--- src/rtl/seg_capture.sv ---
// seg_capture: readback decoder for the multiplexed common-anode 7-segment bus.
//
// Both `an` (digit enables) and `dsp` (segment lines) are active-low and pass
// through 2-flop synchronizers. A pattern that selects exactly one position has
// to stay unchanged for STABLE_CNT synchronized cycles before it is committed.
// On commit, the pattern is decoded into a 4-bit digit for that position.
//
// Ports:
//   clk, rst_n   clock; asynchronous active-low reset
//   an[3:0]      digit enables, active-low, bit i selects position i
//   dsp[6:0]     segment lines, active-low, bit0=a .. bit6=g
//   digits[15:0] decoded values, position i at [4i+3:4i]
//   dig_valid    position holds a committed valid decode
//   dig_err      last committed pattern at the position was undecodable
//   upd/upd_idx  one-cycle pulse when a stored value changes, plus its position

// Storage for a single display position. A write either stores a decoded
// value or flags an error and leaves the digit untouched.
module seg_capture_pos (
  input  logic       clk,
  input  logic       rst_n,
  input  logic       wr,
  input  logic       ok,
  input  logic [3:0] val,
  output logic [3:0] digit,
  output logic       valid,
  output logic       err,
  output logic       changed
);
  // Only a valid write that actually alters the visible value counts as an update.
  assign changed = wr && ok && (!valid || digit != val);

  always_ff @(posedge clk or negedge rst_n) begin
    if (!rst_n) begin
      digit <= '0;
      valid <= 1'b0;
      err   <= 1'b0;
    end else if (wr) begin
      if (ok) begin
        digit <= val;
        valid <= 1'b1;
        err   <= 1'b0;
      end else begin
        valid <= 1'b0;
        err   <= 1'b1;
      end
    end
  end
endmodule

module seg_capture #(
  parameter int STABLE_CNT = 16,
  parameter int CNT_W      = 8
) (
  input  logic        clk,
  input  logic        rst_n,
  input  logic [3:0]  an,
  input  logic [6:0]  dsp,
  output logic [15:0] digits,
  output logic [3:0]  dig_valid,
  output logic [3:0]  dig_err,
  output logic        upd,
  output logic [1:0]  upd_idx
);
  localparam int NUM_POS = 4;

  typedef enum logic [1:0] {IDLE, TRACK, COMMIT, HOLD} state_t;

  typedef struct packed {
    logic       ok;
    logic [3:0] val;
  } dec_t;

  // Maps a segment pattern to a digit; anything outside the table is invalid.
  function automatic dec_t decode(input logic [6:0] s);
    dec_t d;
    d.ok  = 1'b1;
    d.val = 4'h0;
    case (s)
      7'h40: d.val = 4'h0;
      7'h79: d.val = 4'h1;
      7'h24: d.val = 4'h2;
      7'h30: d.val = 4'h3;
      7'h19: d.val = 4'h4;
      7'h12: d.val = 4'h5;
      7'h02: d.val = 4'h6;
      7'h78: d.val = 4'h7;
      7'h00: d.val = 4'h8;
      7'h10: d.val = 4'h9;
      7'h01: d.val = 4'hF;  // overrange marker
      default: d.ok = 1'b0;
    endcase
    return d;
  endfunction

  // ---- input synchronizers ----
  logic [3:0] an_m, an_s;
  logic [6:0] dsp_m, dsp_s;

  always_ff @(posedge clk or negedge rst_n) begin
    if (!rst_n) begin
      an_m  <= '0;
      an_s  <= '0;
      dsp_m <= '0;
      dsp_s <= '0;
    end else begin
      an_m  <= an;
      an_s  <= an_m;
      dsp_m <= dsp;
      dsp_s <= dsp_m;
    end
  end

  // ---- select / match ----
  logic [3:0]       an_low;
  logic             sel;
  logic [3:0]       ref_an;
  logic [6:0]       ref_seg;
  logic [CNT_W-1:0] cnt;
  logic [CNT_W:0]   cnt_inc;
  logic             same;
  logic             done;

  // Exactly one low enable means a nonzero power of two after inversion.
  assign an_low  = ~an_s;
  assign sel     = (an_low != 4'h0) && ((an_low & (an_low - 4'h1)) == 4'h0);
  assign same    = (an_s == ref_an) && (dsp_s == ref_seg);
  assign cnt_inc = {1'b0, cnt} + (CNT_W+1)'(1);
  assign done    = (cnt_inc == (CNT_W+1)'(STABLE_CNT));

  // ---- FSM: state register ----
  state_t state, state_nxt;

  always_ff @(posedge clk or negedge rst_n) begin
    if (!rst_n) state <= IDLE;
    else        state <= state_nxt;
  end

  // ---- FSM: next state ----
  always_comb begin
    state_nxt = state;
    case (state)
      IDLE:   if (sel) state_nxt = TRACK;
      TRACK: begin
        if (!sel)             state_nxt = IDLE;
        else if (same && done) state_nxt = COMMIT;
        else                  state_nxt = TRACK;
      end
      COMMIT: state_nxt = HOLD;
      HOLD: begin
        if (same)     state_nxt = HOLD;
        else if (sel) state_nxt = TRACK;
        else          state_nxt = IDLE;
      end
      default: state_nxt = IDLE;
    endcase
  end

  // ---- FSM: outputs ----
  logic commit;
  logic load;
  logic inc;

  always_comb begin
    commit = 1'b0;
    load   = 1'b0;
    inc    = 1'b0;
    case (state)
      IDLE:   load = sel;
      TRACK: begin
        load = sel && !same;
        inc  = sel && same;
      end
      COMMIT: commit = 1'b1;
      HOLD:   load = sel && !same;
      default: ;
    endcase
  end

  // ---- reference pattern and stability counter ----
  always_ff @(posedge clk or negedge rst_n) begin
    if (!rst_n) begin
      ref_an  <= '0;
      ref_seg <= '0;
      cnt     <= '0;
    end else if (load) begin
      ref_an  <= an_s;
      ref_seg <= dsp_s;
      cnt     <= CNT_W'(1);
    end else if (inc && !(&cnt)) begin
      cnt <= cnt_inc[CNT_W-1:0];  // saturates at all-ones
    end
  end

  // ---- commit datapath ----
  logic [1:0] pidx;
  dec_t       dec;

  always_comb begin
    pidx = '0;
    for (int i = 0; i < NUM_POS; i++)
      if (!ref_an[i]) pidx = 2'(i);
  end

  assign dec = decode(ref_seg);

  logic [NUM_POS-1:0][3:0] dig_arr;
  logic [NUM_POS-1:0]      chg;

  for (genvar g = 0; g < NUM_POS; g++) begin : g_pos
    seg_capture_pos u_pos (
      .clk     (clk),
      .rst_n   (rst_n),
      .wr      (commit && !ref_an[g]),
      .ok      (dec.ok),
      .val     (dec.val),
      .digit   (dig_arr[g]),
      .valid   (dig_valid[g]),
      .err     (dig_err[g]),
      .changed (chg[g])
    );
  end

  assign digits = dig_arr;

  // ---- update strobe ----
  always_ff @(posedge clk or negedge rst_n) begin
    if (!rst_n) begin
      upd     <= 1'b0;
      upd_idx <= '0;
    end else begin
      upd <= |chg;
      if (|chg) upd_idx <= pidx;
    end
  end
endmodule

--- config.mk ---
export PLATFORM = sky130hd
export DESIGN_NAME = seg_capture
export DESIGN_NICKNAME = d
export VERILOG_FILES = /design/src/rtl/seg_capture.sv
export SDC_FILE = /design/constraint.sdc
export NUM_CORES = 1
export LEC_CHECK = 0
export CAP_MARGIN = 10
export CORE_UTILIZATION = 51
export DETAILED_ROUTE_END_ITERATION = 6
export GPL_ROUTABILITY_DRIVEN = 0
export HOLD_SLACK_MARGIN = 0.15
export PLACE_DENSITY = 0.74
export SETUP_SLACK_MARGIN = 0.02
export SLEW_MARGIN = 15
export SYNTH_ARGS = -nofsm -noshare
export SYNTH_HDL_FRONTEND = slang
export SYNTH_HIERARCHICAL = 1
export SYNTH_SLANG_ARGS = --single-unit
--- constraint.sdc ---
create_clock -name clk -period 3 [get_ports clk]
set_input_delay 0.6 -clock clk [delete_from_list [all_inputs] [get_ports clk]]
set_output_delay 0.6 -clock clk [all_outputs]
set_load 0.02 [all_outputs]
==> results.md, run 1 <==
Yosys:
- The number of nets in the synthesized netlist is 309.
- Averaged over all synthesized cells, the footprint is 12.0 µm².
- The part of the Yosys area used for sequential elements is 49.8%.
- Counting flops and latches in the post-synthesis netlist gives 70.
- The number of synthesized flops with an enable pin is 0.
- After synthesis, the share of flip-flops with an asynchronous set or reset is 100%.
- Yosys printed 6 warnings.
- After synthesis the cells add up to ~3500 µm².
- Yosys mapped the design onto 51 distinct sky130hd cell types.
- The leading register cell type out of synthesis is sky130_fd_sc_hd__dfrtp_1.
- Synthesis produced between 200 and 300 cells.

Timing:
- The worst setup slack after layout is 339 ps.
- Setup repair after global routing left no endpoint under its margin.
- The final count of pins violating max slew is 0.
- The worst relative slew slack is 43.5%.
- At the pin with the least slew margin, the transition time is 847 ps.
- The achievable frequency is 376 MHz.
- The smallest clock period supported by the final layout is computed as 2660 ps.
- For the final database, setup skew stands at 8.89 ps.
- The total negative setup slack is 0 ps.
- The number of failing hold endpoints at the final stage is 0.
- The final period utilization is 88.7%.
- Setup violations remaining at the end of the flow were counted as 0.

Clock network:
- Post-CTS timing repair inserted 0 buffers for setup.
- TritonCTS built the clock tree.
- The total CTS buffers is 9.
- Counting every sink on the clock net gives 70.
- Once the clock tree was built, the resizer swapped 0 gates to a different size.
- The clock latency reported for the late side of the worst-skew pair is 340 ps.
- The tree is rooted in a sky130_fd_sc_hd__clkbuf_8.
- The clock passes through at most 2 buffers.
- The H-tree was split into 3 levels.
- The hold buffer count at CTS is 0.
- Clock-pin slew was measured on the worst setup and hold paths at roughly 70 ps.

Critical path:
- The category of the critical setup timing path is reg2reg.
- The type of element capturing the critical path is a flip-flop.
- Along the worst path, the maximum fanout reaches 13.
- The highest cell delay on the worst timing path is 550 ps.
- The worst setup path is launched from a flip-flop.
- The arrival time at the worst endpoint is 2890 ps.
- The worst-path cell with the longest stage delay is sky130_fd_sc_hd__or4_4.
- The critical path goes through nor4_1 -> nand2_1 -> a31oi_1 -> nor2_1 -> nor2_1 -> buf_4 -> xor2_1 -> nor3_1 -> a31oi_1 -> or4_4 -> nor2_1 -> a31oi_1.
- STA puts the critical path data required time at ~3200 ps.

Global route:
- The number of antenna violations at the first check in global routing is 0.
- The via count of the first global-routing pass is 2348.
- The first global-routing pass estimated 11200 µm of wire.
- The total overflow left after global routing is 0.
- Entering global routing, the biggest net connects 71 pins.
- The total global routing track utilization is 20.2%.

Placement:
- In this run, placement finished with an instance count of 402.
- Timing analysis after detailed placement gives a worst setup slack of around 260 ps.
- During placement, the flow inserted port buffers numbering 39.
- After legalization and detailed placement, the total HPWL measured around 4500 µm.

Layout:
- The fill cell total of the finished layout is 489.
- After the last flow step, the layout net total stands at about 350.
- In the final layout, the share of cells above drive strength 1 is 19.6%.
- The final core utilization is around 65%.
- The count of antenna diodes in the layout is 0.
- Once layout is complete, the cells apart from fillers number 418.
- Relative to the synthesized area, the layout overhead comes to 19.4%.

Floorplanning:
- The x dimension of the die is 85.0 µm.
- During I/O placement, the number of pins put on the boundary was 40.
- The floorplan has 29 rows.
- The vertical extent of the die is 85.0 µm.
- The total die area is between 7000 and 8000 µm².
- The initial core utilization is around 54%.
- The core region is 6490 µm².

Routing:
- The number of design rule violations left after detail routing is 0.
- Using the TritonRoute via totals, the vias-per-cell ratio works out to about 5.6.
- The detailed-router iteration count before antenna repair is 4.
- The routed layout has ~2300 vias.
- The count of nets left with antenna violations once routing finished came out at 0.
- The aggregate routed wire length is roughly 6400 µm.
- In the final routed layout, each cell accounts on average for 15.3 µm.
- The DRC marker count from the first detailed-route iteration is 160.

Power and ir drop:
- The cell area power density is 560 nW/µm².
- Summed over all cells, the static leakage comes to 1.94 nW.
- Across the VDD grid, the largest voltage drop is 0.450 mV.

Run status:
- The run finished with clean final reports.

Worst hold path:
- The min-delay analysis places its worst path in the category reg2reg.

Job:
- The max-capacitance violation count is 0.
path summary, 6_finish.rpt:
path | to | depth (start not counted) | startpoint | slack, ps
max in group asynchronous | ref_seg[5] | 2 | rst_n | 1950
worst max register to register | upd_idx[1] | 12 | ref_seg[4] | 340
worst min register to register | an_s[3] | 0 | an_m[3] | 350
worst max-delay path | upd_idx[1] | 12 | ref_seg[4] | 340
worst min-delay path | an_s[3] | 0 | an_m[3] | 350
min in group asynchronous | g_pos[3].u_pos/digit[2] | 2 | rst_n | 450
Yosys cell counts, types with 5 or more instances:
master                     number  area share (%)
sky130_fd_sc_hd__a21oi_1        8             1.1
sky130_fd_sc_hd__a31oi_1        7             1.2
sky130_fd_sc_hd__clkbuf_1       7            0.75
sky130_fd_sc_hd__dfrtp_1       70              50
sky130_fd_sc_hd__inv_1         11             1.2
sky130_fd_sc_hd__mux2_4        26              11
sky130_fd_sc_hd__mux2i_1        5             1.4
sky130_fd_sc_hd__nand2_1       10             1.1
sky130_fd_sc_hd__nand2_4        5             1.6
sky130_fd_sc_hd__nand3_1        6            0.85
sky130_fd_sc_hd__nor2_1        17             1.8
sky130_fd_sc_hd__nor3_1         8             1.1
sky130_fd_sc_hd__nor3b_1        6             1.3
sky130_fd_sc_hd__o21ai_0        9             1.3
sky130_fd_sc_hd__or3_1          5            0.89
sky130_fd_sc_hd__xnor2_1       18             4.5
sky130_fd_sc_hd__xor2_1        14             3.5
cell usage in the layout, fill, tap and decap left out, types with 7 or more instances in the layout:
cell	synthesis	final
sky130_fd_sc_hd__clkbuf_8	0	9
sky130_fd_sc_hd__mux2_4	26	26
sky130_fd_sc_hd__nand2_1	10	10
sky130_fd_sc_hd__a31oi_1	7	7
sky130_fd_sc_hd__xor2_1	14	14
sky130_fd_sc_hd__nor3_1	8	8
sky130_fd_sc_hd__buf_4	2	7
sky130_fd_sc_hd__dfrtp_1	70	67
sky130_fd_sc_hd__nor2_1	17	17
sky130_fd_sc_hd__inv_1	11	11
sky130_fd_sc_hd__xnor2_1	18	18
sky130_fd_sc_hd__o21ai_0	9	9
sky130_fd_sc_hd__clkdlybuf4s50_1	0	38
sky130_fd_sc_hd__a21oi_1	8	8
power by group:
part / switching [mW] / internal, mW / leakage, nW / total, mW
Clock: 0.347 / 0.553 / 0.121 / 0.899
Sequential: 0.0951 / 0.999 / 0.895 / 1.09
Combinational: 0.177 / 0.179 / 0.926 / 0.356
stage by stage:
step                      total power [mW]  hold slack [ps]  instance area (µm²)
final                                 2.35              349                 4200
after global routing                  2.47              356                 4200
after CTS                             2.37              352                 4190
after detailed placement              1.46              336                 3950
after global placement                1.45              333                 3950
after floorplan                       1.38              304                 3520
cells by family after synthesis:
kind of cell             count (synthesis)  share of synthesized area, %
flip-flops                              70                          49.8
AND/OR/NAND/NOR                         88                          15.7
buffers and inverters                   26                          4.13
adder cells (fa/ha/maj)                  2                         0.712
multiplexers                            32                          12.9
AO/OA/AOI/OAI                           44                          8.76
XOR/XNOR                                32                          7.97
worst max-delay path, delay by kind of cell, from the launching register on:
family	cells	cell delay, ps
compound gates	3	340
xor+xnor	1	80
buf+inv	1	170
flops	1	500
simple gates	7	1440
metal layers:
metal	routed length, µm	GRT usage, %
met5	0	0
met4	63	7.40
met3	244	5.93
met2	3230	33.7
met1	2850	25.1
state kept, by name (all words and copies together) (netlist names), 2 cells and up:
name               count
g_pos.u_pos/digit     16
an_s                   4
dsp_m                  7
upd_idx                2
ref_seg                7
ref_an                 4
g_pos.u_pos/err        4
g_pos.u_pos/valid      4
dsp_s                  7
an_m                   4
state                  2
cnt                    8
cell type report:
cell class / count / area [µm²] / area share, %
Clock buffer: 10 / 128 / 3.04
Sequential cell: 70 / 1760 / 41.8
Inverter: 11 / 41.3 / 0.984
Clock inverter: 6 / 109 / 2.59
Tap cell: 77 / 96.3 / 2.30
Multi-Input combinational cell: 198 / 1630 / 38.8
Timing Repair Buffer: 46 / 438 / 10.4
Power figures use the tool's default switching activity.
==> run 2: changes to the inputs <==
CORE_UTILIZATION = 52   (was 51)
CTS_BUF_LIST = sky130_fd_sc_hd__clkbuf_8   (was not set)
PLACE_DENSITY = 0.76   (was 0.74)
==> run 2 against run 1 <==
The run now ends with DRC left. Final area fell by 0.89%. Total power fell by 7.5%. Final cell count rose by 0.24%.
==> results.md, run 2 (synthesized netlist as in run 1, its figures left out) <==
Global route:
- The number of antenna violations at the first check in global routing is 0 (unchanged).
- The residual overflow from global routing came to 0 (unchanged).
- The first-pass GRT wire length is 11300 µm (was 11200 µm).
- The maximum number of pins on one net before global-route repair is 41 (was 71).
- The via count of the first global-routing pass was 2363 (was 2348).
- The total global routing track utilization is 20.8% (was 20.2%).

Timing:
- The number of failing hold endpoints at the final stage is 0 (unchanged).
- The final count of pins violating max slew is 0 (unchanged).
- The minimum clock period after layout is 2700 ps (was 2660 ps).
- The actual transition at the worst max-transition pin came to 708 ps (was 847 ps).
- The tightest hold margin came to 296 ps (was 349 ps).
- The final-report setup violation count came to 0 (unchanged).
- The worst setup slack after layout came to 301 ps (was 339 ps).
- The worst relative slew slack is 52.8% (was 43.5%).
- The achievable frequency is 371 MHz (was 376 MHz).
- Unrepaired setup endpoints after global routing: false (unchanged).
- The largest clock skew in the final design is 9.47 ps (was 8.89 ps).
- The total negative setup slack came to 0 ps (unchanged).
- The final period utilization is 90.0% (was 88.7%).

Placement:
- The count of buffers from port buffering came to 39 (unchanged).
- The detailed-placement wirelength estimate is 4640 µm (was 4470 µm).
- The worst slack at placement came to 303 ps (was 255 ps).

Critical path:
- Among the stages of the critical path, the cell type that occurs most often is sky130_fd_sc_hd__nor2_1.
- The nature of the critical path startpoint is a flip-flop (unchanged).
- CP cell instances: nor2_1 -> nand2_1 -> nor2_1 -> a21oi_1 -> o21ai_0 -> buf_4 -> xor2_1 -> nor3_1 -> a31oi_1 -> or4_1 -> nor2_1 -> a31oi_1 (was nor4_1 -> nand2_1 -> a31oi_1 -> nor2_1 -> nor2_1 -> buf_4 -> xor2_1 -> nor3_1 -> a31oi_1 -> or4_4 -> nor2_1 -> a31oi_1).
- The type of element capturing the critical path is a flip-flop (unchanged).
- The origin of the critical flop-to-flop path is ref_seg[3] (was ref_seg[4]).
- The gate family responsible for the most delay along the worst path is simple AND/OR/NAND/NOR gates (unchanged).
- The arrival time at the worst endpoint is 2930 ps (was 2890 ps).
- The endpoint of the worst register-to-register path is upd_idx[0] (was upd_idx[1]).
- The worst-path cell with the longest stage delay is sky130_fd_sc_hd__or4_1 (was sky130_fd_sc_hd__or4_4).
- The worst reg-to-reg path cell count is 12 (unchanged).
- The category of the critical setup timing path is reg2reg (unchanged).
- The highest cell delay on the worst timing path is 620 ps (was 550 ps).
- The highest net fanout along the worst path is 11 (was 13).
- The register-to-register path setup slack is 300 ps (was 340 ps).
- The combined buffer and inverter count along the critical path is 1 (unchanged).
- The required time of the critical path came to 3230 ps (was 3220 ps).

Clock network:
- The maximum level of the CTS H-tree is 3 (unchanged).
- The total CTS buffers is 9 (unchanged).
- The post-CTS setup repair buffer count came to 0 (unchanged).
- The clock latency reported for the late side of the worst-skew pair came to 350 ps (was 340 ps).
- The maximum buffer depth of the clock tree is 2 (unchanged).
- The library cell used as clock root buffer is sky130_fd_sc_hd__clkbuf_8 (unchanged).
- The TritonCTS clock tree is done (unchanged).
- The number of sinks handled by clock tree synthesis is 70 (unchanged).
- The clock transition at the register clock pins on the worst setup and hold paths after CTS is 90 ps (was 70 ps).

Routing:
- The number of design rule violations left after detail routing was 10 (was 0).
- The final antenna-violating net count came to 0 (unchanged).
- The via count is 2371 (was 2328).
- The via density per instance is 5.66 (was 5.57).
- The detail-routed net length per standard cell came to 15.8 µm (was 15.3 µm).
- The DRC marker count from the first detailed-route iteration is 89 (was 160).
- The aggregate routed wire length is 6640 µm (was 6390 µm).
- The detailed-router iteration count before antenna repair is 6 (was 4).

Layout:
- Biggest registers after layout: g_pos.u_pos/digit: 16 flops, cnt: 8 flops (unchanged).
- The count of antenna diodes in the layout was 0 (unchanged).
- Commonest cells after routing, fill and taps aside: sky130_fd_sc_hd__dfrtp_1, sky130_fd_sc_hd__clkdlybuf4s50_1, sky130_fd_sc_hd__mux2_4 (unchanged).
- The synthesis-to-finish area growth was 18.3% (was 19.4%).
- The final layout net count is 352 (was 351).
- The share of final-layout standard cells stronger than drive strength 1 is 19.3% (was 19.6%).
- The final core utilization was 64.8% (was 64.6%).
- The most common cell after layout, fill and taps aside is sky130_fd_sc_hd__dfrtp_1 (unchanged).
- The flip-flop count of the largest register after layout was 16 (unchanged).
- The largest register by flop count was g_pos.u_pos/digit (unchanged).

Power and ir drop:
- The cell area power density came to 522 nW/µm² (was 560 nW/µm²).
- The total power after layout is 2.17 mW (was 2.35 mW).
- The leakage power summed over all cells was 1.92 nW (was 1.94 nW).
- The worst ir drop on vdd is 0.516 mV (was 0.450 mV).

Floorplanning:
- The x dimension of the die came to 84.2 µm (was 85.0 µm).
- The area of the core is 6420 µm² (was 6490 µm²).
- The top-level port count is 40 (unchanged).
- The vertical extent of the die came to 84.2 µm (was 85.0 µm).
- The initial core utilization is 54.7% (was 54.1%).
- The total die area came to 7090 µm² (was 7230 µm²).
- The floorplan row count was 29 (unchanged).

Worst hold path:
- The worst hold-check path type is in2async (was reg2reg).

Job:
- The max-capacitance violation count is 0 (unchanged).

Run status:
- The checks that failed: DRC.
- Run status: complete, but fails checks (was completed).
[run 2: cell types whose count changed in the layout (fill, tap and decap cells not counted), moves of 2 or more]
| cell | before | now |
|---|---|---|
| sky130_fd_sc_hd__inv_6 | 1 | 4 |
| sky130_fd_sc_hd__dfrtp_1 | 67 | 69 |
| sky130_fd_sc_hd__dfrtp_2 | 3 | 1 |
| sky130_fd_sc_hd__clkinvlp_4 | 0 | 2 |
| sky130_fd_sc_hd__bufinv_16 | 3 | 0 |
| sky130_fd_sc_hd__clkinv_2 | 2 | 0 |
[run 2: layout make-up]
cell class,count,area [µm²]
clock inverter,7,61.3
fill,499,2260
tap,77,96.3
sequential,70,1750
clock buffer,9,124
multi-input combinational,198,1630
timing repair buffer,47,458
inverter,11,41.3
[run 2: worst max path at each step]
stage / from / endpoint / slack, ps / depth (start not counted)
final: ref_seg[3] / upd_idx[0] / 300 / 12
after global routing: ref_seg[3] / upd_idx[1] / 40 / 12
after detailed placement: ref_seg[4] / upd_idx[0] / 300 / 12
after floorplan: ref_seg[3] / upd_idx[0] / 50 / 13
after CTS: ref_seg[4] / upd_idx[0] / 280 / 12
after global placement: ref_seg[4] / upd_idx[0] / 390 / 12
[run 2: through the flow]
stage               std cells  area [µm²]
finish                    419        4160
global route              419        4160
CTS                       419        4160
detailed placement        403        3970
global placement          403        3970
floorplan                 294        3520
[run 2: report_power, final]
group | internal [mW] | switching (mW)
Combinational | 0.180 | 0.174
Clock | 0.317 | 0.408
Sequential | 0.997 | 0.0963
[run 2: worst register-to-register path, delay by kind of cell, from the launching register on]
family / cells / cell delay, ps
simple gates: 6 / 1420
buf+inv: 1 / 190
compound gates: 4 / 380
flops: 1 / 520
xor+xnor: 1 / 80
[run 2: what timing repair did]
item                                   in CTS  in global routing
setup endpoints to repair                   0                  2
hold buffers                                0                  0
resized for setup                           0                  1
endpoints found under the hold margin       0                  0
[run 2: metal layers]
metal	GRT usage [%]	part of all wire, %
met5	0	0
met4	7.52	1.7
met3	6.19	3.5
met2	33.6	49
met1	26.7	45
==> RTL edit (config.mk and constraints of run 2) <==
Make the reset (`rst_n`) synchronous in 5 clocked blocks. Comments in the files are not updated.
--- a/src/rtl/seg_capture.sv
+++ b/src/rtl/seg_capture.sv
@@ -30,7 +30,7 @@
   // Only a valid write that actually alters the visible value counts as an update.
   assign changed = wr && ok && (!valid || digit != val);
 
-  always_ff @(posedge clk or negedge rst_n) begin
+  always_ff @(posedge clk) begin
     if (!rst_n) begin
       digit <= '0;
       valid <= 1'b0;
@@ -97,7 +97,7 @@
   logic [3:0] an_m, an_s;
   logic [6:0] dsp_m, dsp_s;
 
-  always_ff @(posedge clk or negedge rst_n) begin
+  always_ff @(posedge clk) begin
     if (!rst_n) begin
       an_m  <= '0;
       an_s  <= '0;
@@ -131,7 +131,7 @@
   // ---- FSM: state register ----
   state_t state, state_nxt;
 
-  always_ff @(posedge clk or negedge rst_n) begin
+  always_ff @(posedge clk) begin
     if (!rst_n) state <= IDLE;
     else        state <= state_nxt;
   end
@@ -178,7 +178,7 @@
   end
 
   // ---- reference pattern and stability counter ----
-  always_ff @(posedge clk or negedge rst_n) begin
+  always_ff @(posedge clk) begin
     if (!rst_n) begin
       ref_an  <= '0;
       ref_seg <= '0;
@@ -224,7 +224,7 @@
   assign digits = dig_arr;
 
   // ---- update strobe ----
-  always_ff @(posedge clk or negedge rst_n) begin
+  always_ff @(posedge clk) begin
     if (!rst_n) begin
       upd     <= 1'b0;
       upd_idx <= '0;
Function: no difference found for any inputs over 10 cycles, from zero or initial values and one cycle with rst_n low; that may be too few to reach the edited logic, so the function may still have changed.
==> RTL edit against run 2 <==
- non-clock buffer count grew 6
- sequential share of layout area down 7.2 points
- die area decreased by 6.3%
- sequential cell count unchanged
- cell count rose by 18%
- worst setup slack worse by 180 ps
- wire length up 5.2%
- cell area shrank 3.5%
- critical endpoint is now upd_idx[1]
- count of clock-buffer cells in the layout grew 1
- area after synthesis decreased by 6.5%
Power is not compared: it rests on default switching activity, and its combinational part moved more than twofold at a synthesized area within 25%.
==> RTL edit: results (changes against run 2) <==
| Metric | Value |
|---|---|
| Slew margin rel. | `50.3% (-2.5 points)` |
| Share of layout cells above drive strength 1 | `11.2% (-8.1 points)` |
| Hold WC Path Type | `reg -> reg` |
| Place WS | `98.0 ps (-205 ps)` |
| Worst R2R Start | `ref_seg[6]` |
| Avg WL per Cell | `14.1 um (-11%)` |
| CP Max Fanout | `8 (-3)` |
| Number of I/O port buffers | `39 (unchanged)` |
| Top post-synthesis cells by area | `dfxtp_1 (43%), nand2_1 (5.3%), a21boi_1 (4.8%)` |
| Number of global-route vias before repair | `2627 (+11%)` |
| Sequential Power Share | `54.3%` |
| Post-synth ARST share | `0% (-100 points)` |
| Largest net degree at the start of global routing | `46 (+12%)` |
| DRT Pass-1 Iters | `4 (-2)` |
| Clock skew | `6.26 ps (-3.21 ps)` |
| Netlist cell types | `52 (+2.0%)` |
| Met2 Routed Length | `3460 um (+5.2%)` |
| Register area share after synthesis | `42.6% (-7.2 points)` |
| Reg-to-Reg End | `upd_idx[1]` |
| R2R Setup Slk | `120 ps (-180 ps)` |
| Reg2Reg Depth | `11 (-1)` |
| Fill cells | `509 (+2.0%)` |
| Syn nets | `382 (+24%)` |
| Top-area cell type share of the netlist area | `42.6% (-7.2 points)` |
| Status | `complete, no violations` |
| All-Layer GR Usage | `23.7% (+2.9 points)` |
| Critical path's largest stage delay | `600 ps (-20 ps)` |
| Routed wl met3 | `282 um (+20%)` |
| Most instantiated cells after synthesis | `dfxtp_1 (70), nand2_1 (46), and2_1 (23), nand3_1 (22), a21boi_1 (21)` |
| Clock power share | `41.8%` |
| DR iter-0 viols | `183 (+110%)` |
| First-pass GRT wire length | `11800 um (+4.4%)` |
| Worst-path clk slew | `70 ps (-20 ps)` |
| Vias/cell | `5.59 (-1.3%)` |
-- RTL edit: cell count changes after synthesis, moves of 21 or more --
cell / change
mux2_4: -26
a21boi_1: +21
and2_1: +22
nand2_1: +36
dfrtp_1: -70
dfxtp_1: +70
-- RTL edit: per-stage QoR --
stage          util, %  area, sq um  hold WS [ps]  instances
3_3_place_gp      63.0         3800           414        479
4_1_cts           66.2         3990           433        494
5_1_grt           66.6         4010           437        494
2_1_floorplan        -         3290           412        367
6_report          66.6         4010           431        494
3_5_place_dp      63.0         3800           419        479
-- RTL edit: logic make-up after synthesis --
group	Yosys count	synth area share [%]
buf+inv	23	3.24
compound gates	72	16.0
fa+ha+maj	2	0.761
simple gates	157	25.4
xor+xnor	29	7.73
mux	14	4.26
flops	70	42.6
-- RTL edit: area by class of cell --
cell class | count | share of cell area (%)
multi-input cells | 274 | 45.1
flip-flops and latches | 70 | 35.0
repair buffers | 53 | 12.2
clock buffers | 10 | 3.43
well taps | 75 | 2.34
clock inverters | 5 | 1.28
inverters | 7 | 0.655
-- RTL edit: worst max path at each step --
| stage | from | cells past startpoint | slack (ps) | end |
|---|---|---|---|---|
| after floorplan | ref_seg[4] | 11 | 50 | upd_idx[1] |
| after global placement | ref_seg[4] | 12 | 110 | upd_idx[1] |
| after detailed placement | ref_seg[0] | 9 | 100 | upd_idx[1] |
| after CTS | ref_seg[0] | 9 | 80 | upd_idx[1] |
| after global routing | ref_seg[6] | 9 | 20 | upd_idx[1] |
| final | ref_seg[6] | 11 | 120 | upd_idx[1] |
-- RTL edit: layer usage --
metal  vias to the layer above  GRT usage (%)
met4                         0           10.4
met1                      1292           27.0
met5                         -              0
met3                        14           5.78
met2                        62           41.7
li1                       1391              -
